`src/rtl/seq_pattern_detector.sv`:
```
// Serial bit-pattern detector with a runtime-loadable pattern/mask, overlapping or
// non-overlapping matching, a registered match pulse and a saturating match counter.
module seq_pattern_detector #(
  parameter int unsigned      PAT_W   = 5,
  parameter logic [PAT_W-1:0] PAT_RST = 5'b10010,
  parameter int unsigned      CNT_W   = 8
) (
  input  logic             clk,
  input  logic             rst,
  input  logic             x,
  input  logic             x_valid,
  input  logic             overlap,
  input  logic             cfg_load,
  input  logic [PAT_W-1:0] cfg_pat,
  input  logic [PAT_W-1:0] cfg_mask,
  input  logic             clr,
  output logic             z,
  output logic [CNT_W-1:0] match_cnt,
  output logic             armed
);

  localparam int unsigned FillW = $clog2(PAT_W + 1);
  localparam logic [FillW-1:0] FillMax = FillW'(PAT_W);
  localparam logic [FillW-1:0] FillArm = FillW'(PAT_W - 1);
  localparam logic [CNT_W-1:0] CntMax = '1;

  // The detector phase lives entirely in fill_q; this is only a named view of it.
  typedef enum logic {
    StFilling,
    StArmed
  } phase_e;

  logic [PAT_W-1:0] hist_q, hist_d;
  logic [PAT_W-1:0] pat_q, pat_d;
  logic [PAT_W-1:0] mask_q, mask_d;
  logic [FillW-1:0] fill_q, fill_d;
  logic [CNT_W-1:0] cnt_q, cnt_d;
  logic             z_q, z_d;
  logic             armed_q, armed_d;

  logic [PAT_W-1:0] nxt;
  logic             window_full;
  logic             hit;
  phase_e           phase;

  assign phase = (fill_q == FillMax) ? StArmed : StFilling;
  // After this bit is shifted in, a full PAT_W-bit window will be held.
  assign window_full = (phase == StArmed) || (fill_q == FillArm);
  assign nxt = {hist_q[PAT_W-2:0], x};

  always_comb begin
    hist_d  = hist_q;
    pat_d   = pat_q;
    mask_d  = mask_q;
    fill_d  = fill_q;
    cnt_d   = cnt_q;
    z_d     = 1'b0;
    hit     = 1'b0;

    if (cfg_load) begin
      pat_d  = cfg_pat;
      mask_d = cfg_mask;
      hist_d = '0;
      fill_d = '0;
    end else if (clr) begin
      hist_d = '0;
      fill_d = '0;
      cnt_d  = '0;
    end else if (x_valid) begin
      hist_d = nxt;
      hit    = ((nxt & mask_q) == (pat_q & mask_q)) && window_full;
      if (hit) begin
        z_d = 1'b1;
        if (cnt_q != CntMax) begin
          cnt_d = cnt_q + 1'b1;
        end
        if (overlap) begin
          fill_d = FillMax;
        end else begin
          // Non-overlapping: the next match must be built from fresh bits only.
          fill_d = '0;
          hist_d = '0;
        end
      end else if (phase == StFilling) begin
        fill_d = fill_q + 1'b1;
      end
    end

    armed_d = (fill_d == FillMax);
  end

  always_ff @(posedge clk or negedge rst) begin
    if (!rst) begin
      hist_q  <= '0;
      pat_q   <= PAT_RST;
      mask_q  <= '1;
      fill_q  <= '0;
      cnt_q   <= '0;
      z_q     <= 1'b0;
      armed_q <= 1'b0;
    end else begin
      hist_q  <= hist_d;
      pat_q   <= pat_d;
      mask_q  <= mask_d;
      fill_q  <= fill_d;
      cnt_q   <= cnt_d;
      z_q     <= z_d;
      armed_q <= armed_d;
    end
  end

  assign z         = z_q;
  assign match_cnt = cnt_q;
  assign armed     = armed_q;

endmodule
```
`config.mk`:
```
export PLATFORM = sky130hd
export DESIGN_NAME = seq_pattern_detector
export DESIGN_NICKNAME = d
export VERILOG_FILES = /design/src/rtl/seq_pattern_detector.sv
export SDC_FILE = /design/constraint.sdc
export NUM_CORES = 1
export LEC_CHECK = 0
export ABC_AREA = 1
export CORE_ASPECT_RATIO = 0.6
export CORE_MARGIN = 2
export CORE_UTILIZATION = 25
export CTS_CLUSTER_SIZE = 28
export DETAILED_ROUTE_END_ITERATION = 16
export SYNTH_ARGS = -nofsm -noshare
export SYNTH_HDL_FRONTEND = slang
export SYNTH_SLANG_ARGS = --single-unit
```
`constraint.sdc`:
```
create_clock -name clk -period 1.75 [get_ports clk]
set_input_delay 0.525 -clock clk [delete_from_list [all_inputs] [get_ports clk]]
set_output_delay 0.525 -clock clk [all_outputs]
set_load 0.02 [all_outputs]
```
# After elaboration in Yosys (flattened, before gate mapping)
# Cells that the tools add are included.
[word_totals]
word_cells = 44
reg_bits = 27
input_bits = 17
output_inout_bits = 10
[op_classes]
n_mux = 20
reduce_logical = 7
n_bitwise = 3
eq_ne = 5
addsub = 2
[ops]
columns = ["cell", "count"]
rows = [
  ["8-bit 2-to-1 mux", 4],
  ["4-bit 2-to-1 mux", 5],
  ["3-bit 2-to-1 mux", 6],
  ["5-bit bitwise AND", 2],
  ["3-bit equality test (second input constant)", 3],
  ["8-bit by 1-bit adder with 8-bit output (second input constant)", 1],
  ["8-bit != test (second input constant)", 1],
  ["2-bit nonzero test", 3],
  ["5-bit equality test", 1],
  ["1-bit 2-to-1 mux", 5],
  ["4-bit AND reduction", 1],
  ["3-bit by 1-bit adder with 3-bit output (second input constant)", 1],
  ["3-bit nonzero test", 1],
  ["1-bit logical AND", 1],
  ["1-bit logical OR", 1],
  ["1-bit NOT", 1],
]

# Depth between registers and ports, before layout
[logic_depth]
depth_word = 9
ltp_mapped = 12

# Worst setup path after synthesis
# OpenSTA, ideal clock, no wires.
[synth_path]
kind = "reg-to-reg"
startpoint = "register cnt_q[0], in the netlist match_cnt[0]"
endpoint = "register cnt_q[6], in the netlist match_cnt[6]"
required_time_ns = 1.676
stages_incl_launch_ff = 10
path_buffers = 1
setup_slack_ns = 0.172
arrival_time_ns = 1.504
cell_sequence = "dfrtp_1 > ha_1 > nand2_1 > nor2_2 > nand3_1 > o21ai_1 > nand3b_4 > buf_8 > nand2_1 > o21ai_2"
[synth_via]
elab_chain_len = 5
elab_cells_between_ends = 8
cone_classes = "1 x add/sub; 1 x eq/ne; 4 x mux; 2 x reduce/logical"
[synth_rtl]
columns = ["element", "line", "rtl"]
rows = [
  ["start: declaration", "37", "logic [CNT_W-1:0] cnt_q, cnt_d;"],
  ["start signal: assignment", "106", "cnt_q <= cnt_d;"],
  ["8-bit by 1-bit adder with 8-bit output", "75", "cnt_d = cnt_q + 1'b1;"],
  ["8-bit 2-to-1 mux", "74", "if (cnt_q != CntMax) begin"],
  ["8-bit 2-to-1 mux", "72", "if (hit) begin"],
  ["8-bit 2-to-1 mux", "69", "end else if (x_valid) begin"],
  ["8-bit 2-to-1 mux", "65", "end else if (clr) begin"],
]
# Several ways; a longest one is shown, not always the timed one. The select of a mux whose other input is x is not followed.
# A chain may end at the register's enable or synchronous reset.

# Worst setup path in the final report
[layout_path]
startpoint = "input clr"
endpoint = "register armed_q, in the netlist armed"
[layout_via]
elab_chain_len = 3
[layout_rtl]
columns = ["element", "line", "rtl"]
rows = [
  ["start: declaration", "16", "input logic clr,"],
  ["3-bit 2-to-1 mux", "65", ""],
  ["3-bit 2-to-1 mux", "60", "if (cfg_load) begin"],
  ["3-bit equality test", "89", "armed_d = (fill_d == FillMax);"],
  ["named net armed_d", "39", "logic armed_q, armed_d;"],
  ["end signal: assignment", "108", "armed_q <= armed_d;"],
  ["end: declaration", "39", ""],
]
# The timed path passes the listed nets, and every way through them passes these cells.

==> metrics.txt <==
H-tree levels 1; antenna violations before repair 0; share of cells above drive strength 1 24.55%; Yosys top cell by area dfrtp_1; Area growth syn-to-layout 36.85%; syn nets around 200; top post-synthesis cells by area dfrtp_1 (34%), nand2_1 (14%), dfstp_2 (13%), inv_1 (5.1%), o21ai_2 (4.8%); Final GP Congestion between 0.7 and 0.8; Setup Skew 0.006603 ns; period utilization 91.48%; Crit Path Max Fanout 5; gr ovfl total 0; leakage just over 1 nW; Max Cap Viol 0; PD cells around 650 nW/um2; register bit count reported by yosys 27; Hold Fails Final Rpt 0; diode count 0; VDD IR-drop max around 0.20 mV; post-route minimum period about 1.6 ns; CTS tree yes; normalized max-slew margin between 70% and 80%; Routed WL per cell around 11 um; NumNets Final ~240; Distinct cells, synth 27; vias per inst around 4; first-pass GRT wire length between 5000 and 6000 um; startpoint type of the worst setup path input pin; DRC Markers 0; Place WS -0.3128 ns; filler cell count approximately 600; clk_lat worst skew between 0.2 and 0.3 ns; cell count after synthesis between 150 and 200; PnR worst setup slack roughly 0.15 ns; Yosys top cell area share approximately a third; Synth Cell Area 1470 um2; critical path endpoint category flip-flop; First-pass DRT Iterations 4; Ys Warns 0; ANT nets after route 0; Num CTS Buffers 3; Initial Util a little over a quarter; ys flop type dfrtp_1; sequential share of the synthesized area 46.55%; clock sink count 27; core area approximately 5600 um2; CP cell instances clkdlybuf4s50_1 > nor2_1 > inv_1 > nor2_1 > inv_1 > nor2_1 > nor2_2 > nor2_1; total negative slack 0 ns; f_max approximately 620 MHz; critical path class in2reg; total chip power between 1 and 1.5 mW; Total GRT Usage 11.06%; reg-to-reg startpoint fill_q[1]; slowest stage cell, crit path clkdlybuf4s50_1; die area between 6000 and 7000 um2; standard-cell rows 21; Crit path top cell by count nor2_1; synthesized area per cell 8.306 um2; EDFF count, synth 0; status finished, final reports clean; Final Max Slew Viols 0; Initial DRC Count slightly above 50; largest net degree at the start of global routing 28; Die H 63.40 um; Slew @ Worst Pin ~0.31 ns; hold slack 0.4776 ns; Arr. time, crit path roughly 1.8 ns; final WL 3218 um; Vias roughly 1200; Root Driver clkbuf_8; Crit. Startpoint clr; Worst EP required 1.91 ns; final setup vio count 0; Die X slightly above 100 um; max incr delay on CP approximately 0.56 ns; CTS max path bufs 2; DP HPWL about 2400 um; most frequent cell after synthesis nand2_1; number of global-route vias before repair roughly 1200; clock-pin slew of the registers on the worst-case setup and hold paths around 0.09 ns; Layout Utilization 35.78%; Synth async-reset ratio 100.0%; Ports 27; Hold Path Origin mask_q[1]; Port Buffers 26; worst hold path class reg2reg; Post-synth top cells nand2_1 (53), dfrtp_1 (20), inv_1 (20)
kinds of logic (layout without fill, tap and decap cells):
| group | after synthesis | after routing | share of synthesized area [%] |
|---|---|---|---|
| AOI/OAI and AO/OA | 26 | 26 | 11.74 |
| buffers and inverters | 23 | 65 | 6.637 |
| xor gates and xnor gates | 4 | 4 | 2.383 |
| DFF | 27 | 27 | 46.55 |
| and+or+nand+nor | 93 | 94 | 29.28 |
| adders and majority gates | 4 | 4 | 3.404 |
repair_timing:
action	in CTS	in global routing
pin swaps	0	3
hold buffers	0	0
gates resized for setup	10	8
buffers inserted	0	0
gates cloned	1	0
setup endpoints to repair	17	11
hold endpoints to repair	0	0
metal layers:
layer | GRT usage [%] | share of wire (%) | up-vias
li1 | - | - | 650
met3 | 3.663 | 4.8 | 2
met5 | 0 | 0 | -
met1 | 17.17 | 55 | 536
met4 | 2.467 | 0.59 | 0
met2 | 14.53 | 40 | 15
cell type report:
cell class                      count  area [um2]  share of cell area (%)
Timing Repair Buffer               40       371.6                   18.47
Multi-Input combinational cell    128       732.0                   36.38
Sequential cell                    27       684.4                   34.02
Tap cell                           80       100.1                   4.975
Inverter                           21       78.83                   3.918
Clock buffer                        4       45.04                   2.239
power breakdown:
group	internal (mW)	leakage, nW	switching [mW]
registers	0.672	0.344	0.0322
clock network	0.163	0.0228	0.189
logic	0.111	0.643	0.133
total	0.946	1.01	0.354
critical path, delay by kind of cell:
kind / cells / cell delay [ns]
buffers and inverters: 3 / 0.83
AND/OR/NAND/NOR: 5 / 0.41
through the flow:
step	std cells	area (um2)
finish	300	2012
global route	300	2012
CTS	300	1983
detailed placement	295	1929
global placement	295	1929
floorplan	177	1470
layout by cell type (no fill, tap or decap), types with 4 or more instances in the layout:
cell / n
dlygate4sd2_1: 9
or2_2: 4
nand2_1: 52
dfstp_2: 7
inv_1: 20
o21ai_0: 6
nand2_2: 6
nor2_1: 9
buf_4: 13
xor2_1: 4
o21ai_2: 9
nand3_1: 10
dfrtp_1: 20
clkdlybuf4s50_1: 15
a21oi_1: 5
ha_1: 4
flip-flops by register name (all words and copies together) (netlist names):
name and cells:
armed 1, fill_q 3, hist_q 4, mask_q 5, match_cnt 8, pat_q 5
z 1
worst paths after layout:
kind	endpoint	slack, ns	cells past startpoint
worst max register to register	match_cnt[1]	0.16	11
min in group asynchronous	hist_q[0]	0.59	2
worst min register to register	mask_q[1]	0.48	2
worst min-delay path	mask_q[1]	0.48	2
max in group asynchronous	pat_q[4]	0.92	2
worst max-delay path	armed	0.15	8
Power figures use the tool's default switching activity.
